`config.mk`:
```
export PLATFORM = sky130hd
export DESIGN_NAME = alu_issue_ctrl
export DESIGN_NICKNAME = d
export VERILOG_FILES = /design/src/rtl/alu_issue_ctrl.sv
export SDC_FILE = /design/constraint.sdc
export NUM_CORES = 1
export LEC_CHECK = 0
export ABC_AREA = 1
export CAP_MARGIN = 20
export CORE_MARGIN = 5
export CORE_UTILIZATION = 50
export DETAILED_ROUTE_END_ITERATION = 8
export PLACE_DENSITY = 0.78
export SLEW_MARGIN = 20
export SYNTH_ARGS = -nofsm -noshare
export SYNTH_HDL_FRONTEND = slang
export SYNTH_SLANG_ARGS = --single-unit
```
`constraint.sdc`:
```
create_clock -name clk -period 2.6 [get_ports clk]
set_input_delay 0.78 -clock clk [delete_from_list [all_inputs] [get_ports clk]]
set_output_delay 0.78 -clock clk [all_outputs]
set_load 0.05 [all_outputs]
```
`src/rtl/alu_issue_ctrl.sv`:
```
// Operand-issue and write-back stage for an external 8-bit ALU: small register
// file, valid/ready instruction intake, registered ALU operands, one-cycle write-back.
module alu_issue_ctrl #(
  parameter int DW   = 8,
  parameter int RA_W = 2
) (
  input  logic            clk,
  input  logic            reset_n,
  input  logic            instr_valid,
  output logic            instr_ready,
  input  logic            instr_li,
  input  logic [2:0]      instr_op,
  input  logic [RA_W-1:0] instr_rd,
  input  logic [RA_W-1:0] instr_rs,
  input  logic [RA_W-1:0] instr_rt,
  input  logic [DW-1:0]   instr_imm,
  output logic [DW-1:0]   alu_a,
  output logic [DW-1:0]   alu_b,
  output logic [2:0]      alu_op,
  input  logic [DW-1:0]   alu_res,
  input  logic            alu_z,
  output logic            done,
  output logic            illegal,
  output logic [DW-1:0]   result,
  output logic            z_flag,
  input  logic [RA_W-1:0] dbg_addr,
  output logic [DW-1:0]   dbg_data
);

  localparam int          NREG    = 2 ** RA_W;
  localparam logic [2:0]  OP_LAST = 3'b101;

  typedef enum logic [1:0] {
    S_IDLE = 2'd0,
    S_EXEC = 2'd1,
    S_WB   = 2'd2
  } state_e;

  state_e            r_state;
  logic [DW-1:0]     r_rf [NREG];
  logic [RA_W-1:0]   r_rd;
  logic              r_z_pend;

  assign dbg_data = r_rf[dbg_addr];

  always_ff @(posedge clk or negedge reset_n) begin
    if (!reset_n) begin
      r_state     <= S_IDLE;
      // NOTE: the register file is reset entry by entry because software relies
      // on every register reading 0 after reset; this keeps it out of RAM macros.
      for (int i = 0; i < NREG; i++) r_rf[i] <= '0;
      r_rd        <= '0;
      r_z_pend    <= 1'b0;
      alu_a       <= '0;
      alu_b       <= '0;
      alu_op      <= 3'b000;
      result      <= '0;
      z_flag      <= 1'b0;
      done        <= 1'b0;
      illegal     <= 1'b0;
      instr_ready <= 1'b1;
    end else begin
      // NOTE: non-blocking assignments only, so every branch sees the register
      // file and operands as they were at the start of the cycle.
      unique case (r_state)
        S_IDLE: begin
          if (instr_valid) begin
            r_rd        <= instr_rd;
            instr_ready <= 1'b0;
            if (instr_li) begin
              result   <= instr_imm;
              r_z_pend <= (instr_imm == '0);
              illegal  <= 1'b0;
              done     <= 1'b1;
              r_state  <= S_WB;
            end else if (instr_op > OP_LAST) begin
              result   <= '0;
              illegal  <= 1'b1;
              done     <= 1'b1;
              r_state  <= S_WB;
            end else begin
              // Operands are sampled here, so rd == rs/rt uses the old value.
              alu_a    <= r_rf[instr_rs];
              alu_b    <= r_rf[instr_rt];
              alu_op   <= instr_op;
              illegal  <= 1'b0;
              r_state  <= S_EXEC;
            end
          end
        end
        S_EXEC: begin
          result   <= alu_res;
          r_z_pend <= alu_z;
          done     <= 1'b1;
          r_state  <= S_WB;
        end
        S_WB: begin
          if (!illegal) begin
            r_rf[r_rd] <= result;
            z_flag     <= r_z_pend;
          end
          done        <= 1'b0;
          instr_ready <= 1'b1;
          r_state     <= S_IDLE;
        end
        default: begin
          done        <= 1'b0;
          instr_ready <= 1'b1;
          r_state     <= S_IDLE;
        end
      endcase
    end
  end

endmodule

```
# Word level (Yosys, flattened, before mapping)
# Cells that the tools add are included.
# word_totals
regBits	68
input_bits	32
out_inout_bits	39
elab_cells	76
# op_classes
n_lt_le_gt_ge	6
eq_ne	5
n_mux	31
n_bitwise	8
reduce_logical	11
# op_table
op	count
$mux 8	10
$bmux 8 s2	3
$bwmux 32	1
$demux 8 s2	1
$pmux 8 s2	1
$ge 3x3->1 const B	4
$not 2->3	4
$logic_not 8->1	1
$mux 1	8
$reduce_and 2->1	4
$mux 2	3
$pmux 1 s2	3
$reduce_and 3->1	2
$ne 2x2->1 const B	2
$not 1->1	4
$pmux 2 s2	1
$reduce_and 4->1	1
$gt 3x3->1 const B	1
$lt 3x1->1 const B	1
$ne 3x3->1 const B	1
$eq 2x1->1 const B	1
$eq 2x2->1 const B	1
$logic_not 2->1	1
$reduce_bool 2->1	1
$logic_and 1x1->1	1

# Depth between registers and ports, before layout
# logic_depth
word_depth	6
mapped_depth	8

# Worst setup path before layout
# Ideal clock, no wire load.
# synth_timing
kind	input to output
startpoint	input dbg_addr[0]
endpoint	output dbg_data[6]
arrival_time_ns	2.175
required_ns	1.820
setup_slack_ns	-0.355
cell_stages	5
n_path_buf	2
path_cell_list	buf_2 -> inv_1 -> clkbuf_1 -> a21oi_1 -> a21oi_1
# synth_between
elab_chain_len	4
# synth_lines
item	line	rtl
from (decl)	26	input logic [RA_W-1:0] dbg_addr,
$not 2->3 (implied by the code)	44	assign dbg_data = r_rf[dbg_addr];
$bmux 8 s2	44	
$mux 8 (implied by the code) (2 in series)	44	
to (decl)	27	output logic [DW-1:0] dbg_data
# No other way between the ends. The select of a mux whose other input is x is not followed.

# Worst setup path after layout
# Ends and elaborated chain as after synthesis.

==> summary.md <==
The first global-routing pass estimated 15000 µm of wire. Synthesis instantiated 19 different standard cells from the library. The worst register-to-register path ends at r_rf[30].

The mux contribution to synthesized area came out at 0%. STA classifies the critical path endpoint as an output port. For this design the total switching power over the nets is 2.08 mW.

The post-route cell area was 4680 µm². Buffers added to address setup during post-CTS repair amount to 0. Entering global routing, the biggest net connects 33 pins. For this run, global-route usage on met2 was measured as 34.7%. The clock network power share was 17.3%; the total standard cell area after synthesis was 3440 µm². Row generation in the floorplan step produced 30 rows.

Final hold analysis gives a worst-case slack of 0.437 ns. Per-cell via count in the routed design: 5.45. The sequential cells in the finished layout cover a total of 1700 µm². In the final layout, the share of cells above drive strength 1 is 14.3%. The analysis attributes to cell leakage a power of 2.16 nW. Global routing consumed, on the met1 layer, 28.7% of the routing resources.

The internal portion of the total power is 2.59 mW. Cell type contributing the most total cell area after synthesis: dfrtp_1. The minimum setup slack among reg-to-reg paths is 1.02 ns.

In this run the cell area measured after placement is 4410 µm². The sort of element at the start of the critical path is an input port. The peak supply drop is 0.439 mV, and the count of fill cells added during filler insertion is 570.

The finished layout holds 611 standard cells, fillers aside. In the layout the commonest cells are nand2_1 (181), dfrtp_1 (67), clkdlybuf4s50_1 (59), inv_1 (33), o211ai_1 (32). The worst path in the final design needs a cycle of 2.59 ns, including I/O delays and setup. In this run the critical register-to-register path is launched from r_state[0]. The final routed wire length divided by cell count is 14.6 µm, and the number of max-cap violations is 0.

The CTS sink count is 68. Final hold violation count: 0. The routing layer with the top usage in global route was met2.

The area added between synthesis and finish is 36.1%. On the final layout, the worst clock skew is 0.00861 ns. Summing the areas of all and, or, nand and nor instances in the mapped netlist gives 24.3% of the synthesized area.

The number of antenna violations at the first check in global routing came out at 0. The share of synthesized area in the top cell type comes to 48.8%. Counting every net in the synthesized netlist gives 482.

The tools report the share of power burned in combinational logic as 44.1%. The DRC marker count from the first detailed-route iteration is 260, and the largest fanout of any net on the critical path is 6. For the pin with the worst max-slew slack, the measured transition is 0.616 ns. After synthesis, the largest family of logic cells by area is simple AND/OR/NAND/NOR gates. Walking the worst path, the cells encountered are clkdlybuf4s15_2, clkinvlp_4, o21ai_0, a21oi_1, a21oi_2, buf_12.

The flow ran to the end, and the final reports show no timing, DRC or antenna violations. The quantity of I/O buffers inserted on ports works out to 70. For this run, the total global-route usage over all layers was measured as 21.8%. For the worst setup path, the data required time is 1.82 ns.

The count of TritonRoute iterations in the first routing pass was 5. The clock tree buffer depth is 2, and the die area is 8640 µm². The buffer cell driving the clock tree root is clkbuf_8.

The min-delay analysis places its worst path in the category input port to async pin. The number of hold buffers added after CTS was 0. For this configuration, the core starts out at a cell density of 50.9%.

The xor and xnor fraction of the mapped netlist area was 0%. Setup violations remaining at the end of the flow were counted as 0. Clock-pin slew was measured on the worst setup and hold paths at 0.08 ns. For this run, the post-layout net count is 558. The run gives 5.85% as the met3 capacity usage during global routing. The share of the Yosys chip area taken by registers is 49.5%.

The power share of the sequential group was 38.5%. The worst pin sits at a relative slew slack of 59.0%. The number of global-route vias before repair was 3146; the cell count after placement was 593. The horizontal extent of the die was 92.9 µm. The number of clock buffers added by TritonCTS is 9. The worst register-to-register path has a depth of 4. The most frequent standard cell in the layout excluding fill and tap cells was nand2_1. After layout, the worst path uses 99.6% of the clock period. The tools report the arrival time at the worst endpoint as 1.81 ns. After synthesis, the cell types taking the most area are dfrtp_1 (49%), nand2_1 (20%), o211ai_1 (7.0%).

Clock latency on the worst-skew pair, taken at its later pin, is 0.35 ns. Summing the areas of all fa, ha and maj instances in the mapped netlist gives 0% of the synthesized area. For this design the ratio of total power to cell area is 998 nW/µm². The maximum operating frequency is 0.386 GHz. The overall routed net length is 8920 µm. Setup repair after global routing could not meet its margin everywhere.

The synthesized-area fraction occupied by ao, oa, aoi and oai cells is 19.2%. The detail route stage leaves a number of antenna-violating nets equal to 0. After floorplanning, the core was sized to cover 6760 µm².

For the final cell utilization of the core, the log shows 69.3%. The height of the die is 92.9 µm, and the mean post-synth cell area is 7.64 µm². Prior to clock tree synthesis, the placed netlist has a worst setup slack of -0.337 ns.

The tools report the number of top-level pins as 71. For the number of inserted diodes, the log shows 0. For the final routed database, the setup TNS stands at 0 ns. The run gives 0 as the sum of overflow across all layers after global routing. Delay contributed by the slowest stage of the critical path: 0.26 ns. The type of the setup path with the least slack was input port to output port. Top cell family by delay on the critical path: buffers and inverters. CTS built an H-tree with a depth of 3. For this design, the slowest cell found on the critical path is clkdlybuf4s15_2. The congestion estimate from routability-driven global placement came to 0.833. Detailed placement finished with a half-perimeter wire length of 6500 µm. The count of unresolved DRC violations after routing was 0; the number of warning messages in the yosys log was 0.

For this block, the via count after detailed routing is 3328. The total area of multi-input combinational cells came out at 1640 µm². The net switching share of the total power is 44.5%, and the total of flip-flops plus latches after synthesis is 68.

The count of final max-slew check failures is 0. Setup slack on the critical path of the routed design comes to 0.0109 ns. For the total chip power, the log shows 4.67 mW. Together, buffers and inverters on the worst path number 3.

The post-synthesis instance total was 450. TritonCTS built the clock tree.
-- power by group through the flow --
stage,combinational [mW],clock [mW],sequential [mW]
CTS,2.06,0.821,1.78
detailed placement,2.02,0,1.78
finish,2.06,0.809,1.80
global route,2.23,0.876,1.85
floorplan,0.885,0,2.15
global placement,1.97,0,1.76
-- cell usage after synthesis --
cell type  number
nor2_1         13
o31ai_1         1
o21ai_1        24
clkbuf_1       11
dfrtp_1        67
inv_1          35
buf_2          10
nor3_4          1
o211ai_1       32
o21ai_0        29
nand3_1        10
a21oi_2         1
dfstp_2         1
o21a_1          1
a21oi_1        26
nand2_1       181
inv_2           2
buf_6           1
nand3_2         4
-- kinds of logic (layout without fill, tap and decap cells) --
group | Yosys count | count (layout)
flip-flops | 68 | 68
buffers and inverters | 59 | 140
AO/OA/AOI/OAI | 114 | 114
AND/OR/NAND/NOR | 209 | 209
-- layout make-up --
class	instances	share of cell area [%]
clock buffer	11	3.23
clock inverter	5	0.775
inverter	37	3.07
multi-input combinational	323	35.0
sequential	68	36.4
tap	80	2.14
timing repair buffer	85	19.0
timing repair inverter	2	0.321
-- sequential cells by signal, indices dropped and copies added, names as in the netlist --
| name | flops |
|---|---|
| alu_op | 3 |
| done | 1 |
| alu_b | 8 |
| instr_ready | 1 |
| alu_a | 8 |
| result | 8 |
| z_flag | 1 |
| illegal | 1 |
| r_rd | 2 |
| r_rf | 32 |
| r_state | 2 |
| r_z_pend | 1 |
-- per-layer routing --
layer	part of all wire (%)	routed length, µm
met1	44	3880
met2	46	4090
met3	8.2	728
met4	2.4	215
met5	0	0
-- worst max-delay path by stage --
stage / slack (ns) / end / depth (start not counted) / start
after global routing: -0.004 / dbg_data[2] / 6 / dbg_addr[0]
final: 0.01 / dbg_data[6] / 6 / dbg_addr[0]
after detailed placement: -0.34 / dbg_data[0] / 6 / dbg_addr[0]
after CTS: 0.03 / dbg_data[3] / 6 / dbg_addr[0]
after floorplan: -0.08 / dbg_data[6] / 5 / dbg_addr[0]
after global placement: -0.25 / dbg_data[3] / 6 / dbg_addr[0]
-- timing repair --
| item | CTS | global route |
|---|---|---|
| gates resized for setup | 25 | 4 |
| setup endpoints to repair | 8 | 4 |
| gates cloned | 2 | 0 |
No activity file was read; power rests on OpenSTA's default activity.
